[config.mk]
export PLATFORM = sky130hd
export DESIGN_NAME = aibnd_txctl
export DESIGN_NICKNAME = d
export VERILOG_FILES = /design/src/rtl/aibnd_txctl.sv
export SDC_FILE = /design/constraint.sdc
export NUM_CORES = 1
export LEC_CHECK = 0
export CAP_MARGIN = 40
export CORE_AREA = 2 2 72 74
export CTS_CLUSTER_SIZE = 30
export DETAILED_ROUTE_END_ITERATION = 7
export DIE_AREA = 0 0 74 76
export DONT_BUFFER_PORTS = 1
export PLACE_DENSITY = 0.47
export SYNTH_ARGS = -nofsm -noshare
export SYNTH_HDL_FRONTEND = slang
export SYNTH_SLANG_ARGS = --single-unit
[constraint.sdc]
create_clock -name iclk -period 2.5 [get_ports iclk]
set_input_delay 0.5 -clock iclk [delete_from_list [all_inputs] [get_ports iclk]]
set_output_delay 0.5 -clock iclk [all_outputs]
set_load 0.02 [all_outputs]
[src/rtl/aibnd_txctl.sv]
// AIBND pad transmit controller: OFF/PARK/ACTIVE/DRAIN sequencing, 2-word buffer, 4-bit LSB-first serializer.
// Optional underrun counter enabled by defining AIBND_TXCTL_UNDERRUN_CNT_EN.
module aibnd_txctl #(
    parameter int PARK_CYC = 4
) (
    input  logic       iclk,
    input  logic       irst,
    input  logic       itx_en,
    input  logic       iasync_mode,
    input  logic       idat_async,
    input  logic       ivalid,
    input  logic [3:0] iword,
    output logic       oready,
    output logic       otxen,
    output logic       otxdat,
    output logic [1:0] ostate,
    output logic       ounderrun,
    output logic [7:0] ounderrun_cnt
);

    typedef enum logic [1:0] {
        S_OFF    = 2'b00,
        S_PARK   = 2'b01,
        S_ACTIVE = 2'b10,
        S_DRAIN  = 2'b11
    } state_t;

    state_t     state_q, state_d;
    logic [3:0] park_q, park_d;
    logic [3:0] buf0_q, buf0_d, buf1_q, buf1_d;
    logic [1:0] bcnt_q, bcnt_d;
    logic [2:0] sh_q, sh_d;
    logic [1:0] shcnt_q, shcnt_d;
    logic       bit_q, bit_d;
    logic       txdat_q, txdat_d;
    logic       und_q, und_d;
    logic       push, pop;

    assign oready = (bcnt_q != 2'd2) && (state_q == S_PARK || state_q == S_ACTIVE) && !iasync_mode;
    assign push   = ivalid && oready;

    always_comb begin
        state_d = state_q;
        park_d  = park_q;
        buf0_d  = buf0_q;
        buf1_d  = buf1_q;
        bcnt_d  = bcnt_q;
        sh_d    = sh_q;
        shcnt_d = shcnt_q;
        bit_d   = bit_q;
        txdat_d = txdat_q;
        und_d   = 1'b0;
        pop     = 1'b0;

        // bit_q marks that otxdat currently carries a word bit, so the gap after it is an underrun
        if (state_q == S_ACTIVE || state_q == S_DRAIN) begin
            if (shcnt_q != 2'd0) begin
                txdat_d = sh_q[0];
                sh_d    = {1'b0, sh_q[2:1]};
                shcnt_d = shcnt_q - 2'd1;
                bit_d   = 1'b1;
            end else if (bcnt_q != 2'd0) begin
                txdat_d = buf0_q[0];
                sh_d    = buf0_q[3:1];
                shcnt_d = 2'd3;
                bit_d   = 1'b1;
                pop     = 1'b1;
            end else begin
                txdat_d = 1'b0;
                bit_d   = 1'b0;
                und_d   = bit_q && (state_q == S_ACTIVE) && itx_en;
            end
        end

        case ({push, pop})
            2'b10: begin
                if (bcnt_q == 2'd0) buf0_d = iword;
                else                buf1_d = iword;
                bcnt_d = bcnt_q + 2'd1;
            end
            2'b01: begin
                buf0_d = buf1_q;
                bcnt_d = bcnt_q - 2'd1;
            end
            2'b11: begin
                buf0_d = (bcnt_q == 2'd2) ? buf1_q : iword;
                buf1_d = iword;
            end
            default: ;
        endcase

        case (state_q)
            S_OFF: begin
                if (itx_en) begin
                    state_d = S_PARK;
                    park_d  = 4'(PARK_CYC - 1);
                end
            end
            S_PARK: begin
                if (!itx_en) begin
                    state_d = S_OFF;
                    bcnt_d  = 2'd0;
                end else if (park_q == 4'd0) begin
                    state_d = S_ACTIVE;
                end else begin
                    park_d = park_q - 4'd1;
                end
            end
            S_ACTIVE: begin
                if (!itx_en) state_d = S_DRAIN;
            end
            S_DRAIN: begin
                if (shcnt_q == 2'd0 && bcnt_q == 2'd0) state_d = S_OFF;
            end
            default: state_d = S_OFF;
        endcase

        if (iasync_mode) begin
            state_d = S_OFF;
            bcnt_d  = 2'd0;
            shcnt_d = 2'd0;
            bit_d   = 1'b0;
            txdat_d = 1'b0;
            und_d   = 1'b0;
        end
    end

    always_ff @(posedge iclk or posedge irst) begin
        if (irst) begin
            state_q <= S_OFF;
            park_q  <= 4'd0;
            buf0_q  <= 4'd0;
            buf1_q  <= 4'd0;
            bcnt_q  <= 2'd0;
            sh_q    <= 3'd0;
            shcnt_q <= 2'd0;
            bit_q   <= 1'b0;
            txdat_q <= 1'b0;
            und_q   <= 1'b0;
        end else begin
            state_q <= state_d;
            park_q  <= park_d;
            buf0_q  <= buf0_d;
            buf1_q  <= buf1_d;
            bcnt_q  <= bcnt_d;
            sh_q    <= sh_d;
            shcnt_q <= shcnt_d;
            bit_q   <= bit_d;
            txdat_q <= txdat_d;
            und_q   <= und_d;
        end
    end

    // async bypass drives the pad directly; reset overrides everything without a clock
    assign otxen     = !irst && (iasync_mode || state_q != S_OFF);
    assign otxdat    = !irst && (iasync_mode ? idat_async : txdat_q);
    assign ostate    = state_q;
    assign ounderrun = und_q && !iasync_mode;

`ifdef AIBND_TXCTL_UNDERRUN_CNT_EN
    logic [7:0] ucnt_q;
    always_ff @(posedge iclk or posedge irst) begin
        if (irst)                          ucnt_q <= 8'd0;
        else if (und_d && ucnt_q != 8'hFF) ucnt_q <= ucnt_q + 8'd1;
    end
    assign ounderrun_cnt = ucnt_q;
`else
    assign ounderrun_cnt = 8'h00;
`endif

endmodule

-- After elaboration in Yosys (flattened, before gate mapping)
Index checks and enable logic that the tools add are counted.
Widths: inputs -> output; s select.
- add/sub/neg operators: 4
- equal/unequal tests: 17
- multiplexer cells: 41
- reduce and logical (&&, ||, !) cells: 33
- operators by type and width (cell ; count):
    $mux 2 ; 13
    $mux 4 ; 6
    $pmux 4 s2 ; 2
    $mux 1 ; 15
    $reduce_bool 2->1 ; 7
    $ne 2x2->1 const B ; 6
    $pmux 4 s3 ; 1
    $eq 2x2->1 const B ; 5
    $logic_and 1x1->1 ; 9
    $pmux 2 s4 ; 1
    $reduce_and 2->1 ; 4
    $reduce_and 4->1 ; 2
    $logic_not 2->1 ; 3
    $mux 3 ; 2
    $ne 3x3->1 const B ; 2
    $reduce_bool 3->1 ; 2
    $eq 2x1->1 const B ; 2
    $logic_not 4->1 ; 1
    $ne 4x3->1 const B ; 1
    $pmux 2 s2 ; 1
    $sub 2x1->2 const B ; 2
    $sub 4x1->4 const B ; 1
    $logic_or 1x1->1 ; 3
    $ne 3x2->1 const B ; 1
    2 further kinds ; 3
- register bits after elaboration: 24
- input bits: 10
- output and inout port bits: 14

-- Longest topological paths before layout
Gate-level depths: netlist of run 1.
- depth after elaboration: 10
- gate-level depth with buffers: 9
- depth with buffers taken out: 8

-- Least setup slack after synthesis of run 1
No wires, ideal clock.
- path kind: register to register
- start point: reg state_q[0], in the netlist ostate[0]
- end point: reg buf1_q[0]
- library setup time: 0.125 ns
- arrival: 2.393 ns
- data required time: 2.375 ns
- path slack: -0.018 ns
- cell stages (with the launch flop): 9
- cells stage by stage: dfrtp_1 inv_1 ha_1 and3_1 and2_1 ha_1 or3b_1 o21ai_2 mux2_2
- cells in the longest elaborated chain, start to end: 8
- elaborated cells on any way between the ends: 15
- ends and longest elaborated chain (element ; line ; source):
    start, declared ; 28 ; state_t state_q, state_d;
    start signal, assigned ; 141 ; state_q <= state_d;
    $eq 2x1->1 or $eq 2x2->1 (tied branches) ; 39 ; assign oready = (bcnt_q != 2'd2) && (state_q == S_PARK || state_q == S_ACTIVE) && !iasync_mode;
    $logic_or 1x1->1 (*) ; 39 ;
    $logic_and 1x1->1 (*) (2 in series) ; 39 ;
    named net oready ; 13 ; output logic oready,
    $logic_and 1x1->1 (*) ; 40 ; assign push = ivalid && oready;
    $eq 2x2->1 ; 75 ; case ({push, pop})
    $ne 2x2->1 (no line) or $reduce_bool 2->1 (tied branches) ; n/a ;
    $reduce_and 2->1 (no line) ; n/a ;
    end signal, assigned ; 144 ; buf1_q <= buf1_d;
    end, declared ; 30 ; logic [3:0] buf0_q, buf0_d, buf1_q, buf1_d;
Mark *: on every way through the listed nets, which the timed path passes. The rest lies on a longest branch.
A chain may end at the register's enable or synchronous reset.

-- Worst setup path after layout of run 1
- start point: reg state_q[0], in the netlist ostate[0]
- end point: reg buf1_q[3]
- cells in the longest elaborated chain, start to end: 8
- elaborated cells on any way between the ends: 15
- ends and longest elaborated chain (element ; line):
    $eq 2x1->1 or $eq 2x2->1 (tied branches) ; 39, 56
    $logic_or 1x1->1 ; 39
    $logic_and 1x1->1 (2 in series) ; 39
    $logic_and 1x1->1 ; 40
    $eq 2x2->1 ; 75
    $ne 2x2->1 (no line) or $reduce_bool 2->1 (tied branches) ; n/a
    $reduce_and 2->1 (no line) ; n/a
Several ways; a longest one is shown, not always the timed one.

==> impl_metrics.yaml, run 1 <==
sta:
  setup_violations: 0
  setup_tns_ps: 0
  relSlewSlack: 0.654
  skew_ps: 9.78
  worstMarginPinSlew_ps: 518
  finalHoldViolations: 0
  rsz0062_at_grt: "no"
  drv_slew: 0
  fmax_mhz: 428
  period_share: 0.935
  min_period_ps: 2340
  hold_slack_ps: 70.9
yosys:
  synth-edff-count: 0
  ys_seq_area_frac: 0.400
  syn_inst: 154
  netlist_top_cells_area: "dfrtp_1 (40%), ha_1 (8.3%), o21ai_0 (4.7%)"
  synthDistinctLibCells: 40
  synthesis.area_sq_mm: 0.00150
  synth_top_area_share: 0.400
  async_flop_share: 1.00
  avgSynthCellArea_sq_um: 9.74
  synth_seq_cells: 24
  synth_flop_cell: "dfrtp_1"
  yosys.area.top_type: "dfrtp_1"
  synth_warnings: 0
clock_tree:
  cts_max_level: 1
  post-cts-setup-buffer-count: 0
  cts_resized: 0
  clk_latency_ps: 270
  ctsHoldBuffers: 0
  cts_tree: "built"
  cts_sinks: 24
  cts_buffers: 3
  cts.clk_slew.worst_paths_ps: 90
  cts-root-buf: "clkbuf_8"
  clock_path_buffers: 2
critical_path:
  path_class: "flop to flop"
  critPathRequiredTime_ps: 2650
  crit_chain: "inv_1 -> ha_1 -> o221a_2 -> inv_2 -> ha_1 -> or3b_1 -> o21ai_2 -> mux2_2"
  worstSetupEndpointType: "flop"
  cp.depth: 8
  max_stage_delay_ps: 400
  critPathTopFamily: "compound AO/OA/AOI/OAI gates"
  cp-start-kind: "flop"
  path_buf_inv: 2
  rr_worst_depth: 8
  slowest_stage: "dfrtp_2"
  cp.arrival_ps: 2490
  path_max_fanout: 6
  cp_common_cell: "ha_1"
worst_hold_path:
  hold_class: "input port to asynchronous set/reset pin"
pwr:
  p_per_area_mw_per_mm2: 635
  switching_share: 0.315
  power.share.combinational: 0.256
  clkPwrFrac: 0.231
  p_switching_uw: 326
  p_int_uw: 710
  power_mw: 1.04
  p_seq_frac: 0.514
  p_leak_nw: 0.707
  peakVddDrop_mv: 0.205
route:
  drc_errors: 0
  wl_per_cell_um: 13.6
  drt_pass1_iterations: 4
  ant_nets: 0
  drt-vias-per-instance: 4.89
  dr_total_vias: 1124
  drt_first_iter_violations: 47
  drt-total-wl_um: 3120
cells_and_area:
  fin_area_sq_mm: 0.00163
  antenna_cells: 0
  final_core_util: 0.332
  syn2layout_area_growth_pct: 8.76
  multi_input_area_sq_um: 791
  nFillCells: 516
  regArea_sq_um: 603
  fin_nets: 181
  drive_above_1_share: 0.163
grt:
  grt_pass1_wl_um: 5440
  grt-ovfl-total: 0
  antenna_found_initial: 0
  grt_max_degree: 17
  grt_pass1_vias: 1161
  grt_usage: 0.122
floorplan:
  start_util: 0.305
  chipWidth_um: 74
  dieArea_sq_mm: 0.00562
  num_rows: 26
  die-height_um: 76
  pin_count: 24
  coreArea_sq_mm: 0.00491
placement:
  io_buffer_count: 0
  gp_congestion: 0.806
  dp_hpwl_um: 2460
  post_dp_cell_area_sq_mm: 0.00158
flow_run:
  cap_violations: 0
run_status:
  status: "complete, no violations"
-- cell families after synthesis --
family	share of synthesized area
XOR/XNOR	0.0117
buffers and inverters	0.0917
flip-flops	0.400
AND/OR/NAND/NOR	0.142
other	0.00250
AO/OA/AOI/OAI	0.197
adder cells (fa/ha/maj)	0.0834
multiplexers	0.0717
-- cell usage after synthesis, drive strengths merged, types with 4 or more instances --
cell,instances
nor2,8
nand2,5
a31oi,4
ha,10
buf,12
a211oi,7
mux2,6
inv,12
mux2i,4
a21oi,9
dfrtp,24
o21ai,16
o211ai,6
-- worst paths after layout --
kind | slack [ps] | startpoint | endpoint
min | 70 | irst | ostate[0]$_DFFE_PP0P_
max in group asynchronous | 1870 | irst | buf0_q[0]$_DFFE_PP0P_
min in group iclk | 280 | iasync_mode | shcnt_q[0]$_DFFE_PP0P_
max | 160 | ostate[0]$_DFFE_PP0P_ | buf1_q[3]$_DFFE_PP0P_
min reg2reg | 510 | park_q[0]$_DFFE_PP0P_ | park_q[0]$_DFFE_PP0P_
max reg2reg | 160 | ostate[0]$_DFFE_PP0P_ | buf1_q[3]$_DFFE_PP0P_
-- power by group through the flow --
stage                     clock network (mW)  registers [mW]  logic (mW)
after floorplan                            0           0.527       0.217
after global placement                     0           0.537       0.261
after detailed placement                   0           0.542       0.268
after CTS                              0.251           0.533       0.269
after global routing                   0.273           0.544       0.305
final                                  0.239           0.532       0.265
-- per-layer routing --
layer | wire length, um | track usage | vias to the layer above
met2 | 1590 | 0.196 | 18
met1 | 1340 | 0.158 | 550
met3 | 163 | 0.0344 | 4
met5 | 0 | 0 | -
li1 | - | - | 552
met4 | 31 | 0.0327 | 0
-- cell type report --
type	count	area share
multi-input combinational	112	0.485
sequential	24	0.370
tap	70	0.0537
timing repair buffer	8	0.0368
clock buffer	4	0.0276
inverter	12	0.0276
-- flip-flops by register name, indices dropped and copies added (netlist names) --
| name | count |
|---|---|
| sh_q | 3 |
| ostate | 2 |
| shcnt_q | 2 |
| txdat_q | 1 |
| buf0_q | 4 |
| park_q | 4 |
| bit_q | 1 |
| und_q | 1 |
| buf1_q | 4 |
| bcnt_q | 2 |
-- worst reg2reg max path: cells and delay by family (launching register included) --
family	cells	cell delay, ps
multiplexers	1	370
adder cells (fa/ha/maj)	2	430
AO/OA/AOI/OAI	2	440
buffers and inverters	2	190
AND/OR/NAND/NOR	1	400
flip-flops	1	400
-- per-stage QoR --
stage	setup slack, ps	std cells
after CTS	93.6	230
final	163	230
after floorplan	14.6	161
after detailed placement	121	226
after global placement	229	226
after global routing	47.9	230
-- layout by cell type, fill, tap and decap left out, types with 3 or more instances in the layout --
cell type and count:
buf_4 8, a211oi_1 7, mux2_2 5, nor3b_1 3, nor2_1 8, a21oi_1 9, nand2_1 5, o211ai_1 6
dfrtp_1 22, o21ai_0 14, ha_1 9, conb_1 8, clkbuf_8 3, a31oi_1 4, or3_1 3, inv_1 11
and2_1 3, mux2i_1 4
Power figures use the tool's default switching activity.
==> run 2: changes to the inputs <==
--- a/config.mk
+++ b/config.mk
@@ -8,4 +8,5 @@
 export CAP_MARGIN = 40
 export CORE_AREA = 2 2 72 74
+export CTS_CLUSTER_DIAMETER = 30
 export CTS_CLUSTER_SIZE = 30
 export DETAILED_ROUTE_END_ITERATION = 7
@@ -13,4 +14,5 @@
 export DONT_BUFFER_PORTS = 1
 export PLACE_DENSITY = 0.47
+export SKIP_LAST_GASP = 1
 export SYNTH_ARGS = -nofsm -noshare
 export SYNTH_HDL_FRONTEND = slang
==> constraint.sdc (replaced) <==
create_clock -name iclk -period 2.5 [get_ports iclk]
set_input_delay 0.25 -clock iclk [delete_from_list [all_inputs] [get_ports iclk]]
set_output_delay 0.25 -clock iclk [all_outputs]
set_load 0.02 [all_outputs]
==> run 2 against run 1 <==
Net effect: register-to-register slack about the same; critical endpoint is now buf1_q[1]$_DFFE_PP0P_; wire length decreased by 0.26%; sequential share of layout area decreased by 0.55 points; clock power about the same; core utilization increased by 0.43 points; cell area increased by 1.3%; sequential power about the same.
==> impl_metrics.yaml, run 2 (synthesis results as in run 1) <==
pwr:
  switching_share: 0.316
  clkPwrFrac: 0.230
  p_int_uw: 714
  p_switching_uw: 329
  p_seq_frac: 0.510
  p_per_area_mw_per_mm2: 631
  peakVddDrop_mv: 0.306
  power.share.combinational: 0.260
  p_leak_nw: 0.716
cells_and_area:
  syn2layout_area_growth_pct: 10.2
  fin_nets: 181
  nFillCells: 506
  drive_above_1_share: 0.150
  final_cell_mix: "dfrtp_1 (23), o21ai_0 (14), inv_1 (11)"
  fin_area_sq_mm: 0.00165
  top_regs: "buf0_q: 4 flops, buf1_q: 4 flops, park_q: 4 flops"
  layout_commonest_cell: "dfrtp_1"
  antenna_cells: 0
run_status:
  status: "complete, no violations"
clock_tree:
  cts.clk_slew.worst_paths_ps: 100
  clk_latency_ps: 270
  cts_tree: "built"
  cts-root-buf: "clkbuf_8"
  post-cts-setup-buffer-count: 0
  cts_max_level: 1
  clock_path_buffers: 2
  cts_buffers: 3
  cts_sinks: 24
floorplan:
  start_util: 0.305
  chipWidth_um: 74
  dieArea_sq_mm: 0.00562
  die-height_um: 76
  pin_count: 24
  coreArea_sq_mm: 0.00491
  num_rows: 26
sta:
  drv_slew: 0
  setup_violations: 0
  worstMarginPinSlew_ps: 514
  relSlewSlack: 0.656
  finalHoldViolations: 0
  skew_ps: 16.9
  fin_ws_ps: 157
  fmax_mhz: 427
  min_period_ps: 2340
  rsz0062_at_grt: "no"
  hold_slack_ps: 27.4
  setup_tns_ps: 0
  period_share: 0.937
critical_path:
  startpoint: "ostate[1]$_DFFE_PP0P_"
  worstSetupEndpointType: "flop"
  critPathRequiredTime_ps: 2650
  path_class: "flop to flop"
  cp.arrival_ps: 2490
  path_max_fanout: 6
  r2r_start: "ostate[1]$_DFFE_PP0P_"
  cp-start-kind: "flop"
worst_hold_path:
  hold_start: "iasync_mode"
  hold_class: "input port to flop"
grt:
  grt-ovfl-total: 0
  grt_pass1_wl_um: 5400
  antenna_found_initial: 0
  grt_max_degree: 19
  grt_usage: 0.120
  grt_pass1_vias: 1147
route:
  drc_errors: 0
  dr_total_vias: 1112
  drt-vias-per-instance: 4.83
  ant_nets: 0
  wl_per_cell_um: 13.5
  drt-total-wl_um: 3110
  drt_pass1_iterations: 5
  drt_first_iter_violations: 48
placement:
  dp_hpwl_um: 2370
  post_dp_cell_area_sq_mm: 0.00160
  dpl_worst_slack_ps: 147
  gp_congestion: 0.810
  io_buffer_count: 0
flow_run:
  cap_violations: 0
run 2: cell types whose count changed in the layout (fill, tap and decap cells not counted), sizes merged:
cell	previous run	this run
buf	8	7
dlygate4sd3	0	1
run 2: final cells by class:
| class | instances | area [sq um] | area share |
|---|---|---|---|
| multi-input cells | 112 | 791 | 0.478 |
| flip-flops and latches | 24 | 602 | 0.364 |
| well taps | 70 | 87.6 | 0.0530 |
| repair buffers | 8 | 82.6 | 0.0500 |
| clock buffers | 4 | 45.0 | 0.0273 |
| inverters | 12 | 45.0 | 0.0273 |
run 2: worst paths after layout:
check	end	slack [ps]	depth (start not counted)
min in group asynchronous	ostate[1]$_DFFE_PP0P_	390	2
worst max-delay path	buf1_q[1]$_DFFE_PP0P_	160	8
worst min register to register	sh_q[1]$_DFFE_PP0P_	510	2
worst min-delay path	shcnt_q[0]$_DFFE_PP0P_	30	1
worst max register to register	buf1_q[1]$_DFFE_PP0P_	160	8
max in group asynchronous	buf0_q[0]$_DFFE_PP0P_	1670	3
run 2: per-stage QoR:
| stage | std cells | total power [mW] | util |
|---|---|---|---|
| 6_report | 230 | 1.04 | 0.336 |
| 5_1_grt | 230 | 1.12 | 0.336 |
| 4_1_cts | 230 | 1.06 | 0.336 |
| 3_5_place_dp | 225 | 0.812 | 0.325 |
| 3_3_place_gp | 224 | 0.796 | 0.319 |
| 2_1_floorplan | 161 | 0.744 | - |
run 2: timing repair:
item                                    4_1_cts  5_1_grt
hold buffers                                  1        0
endpoints found under the hold margin         6        0
resized for setup                             0        2
endpoints found under the setup margin        0        4
run 2: worst max-delay path, stage by stage (launching register included):
cell     delay (ps)
dfrtp_1         460
inv_1           100
ha_1            280
and3_1          160
and2_1          160
ha_1            170
or3b_1          380
o21ai_2         130
mux2_2          370
run 2: power by group through the flow:
stage          Sequential (mW)  Combinational [mW]  Clock [mW]
3_3_place_gp             0.538               0.258           0
3_5_place_dp             0.540               0.273           0
2_1_floorplan            0.527               0.217           0
6_report                 0.532               0.271       0.240
5_1_grt                  0.545               0.311       0.267
4_1_cts                  0.532               0.275       0.251
run 2: routing by layer:
layer / share of wire / up-vias / global-route usage
met5: 0 / - / 0
met3: 0.043 / 2 / 0.0344
li1: - / 549 / -
met2: 0.49 / 17 / 0.197
met4: 0.0067 / 0 / 0.0273
met1: 0.46 / 544 / 0.155
==> run 3: changes to the inputs <==
Settings changed: CTS_CLUSTER_SIZE 30 to 16.
==> results of run 3 <==
Same layout as run 2: the final DEF is identical, and so are final timing and power.
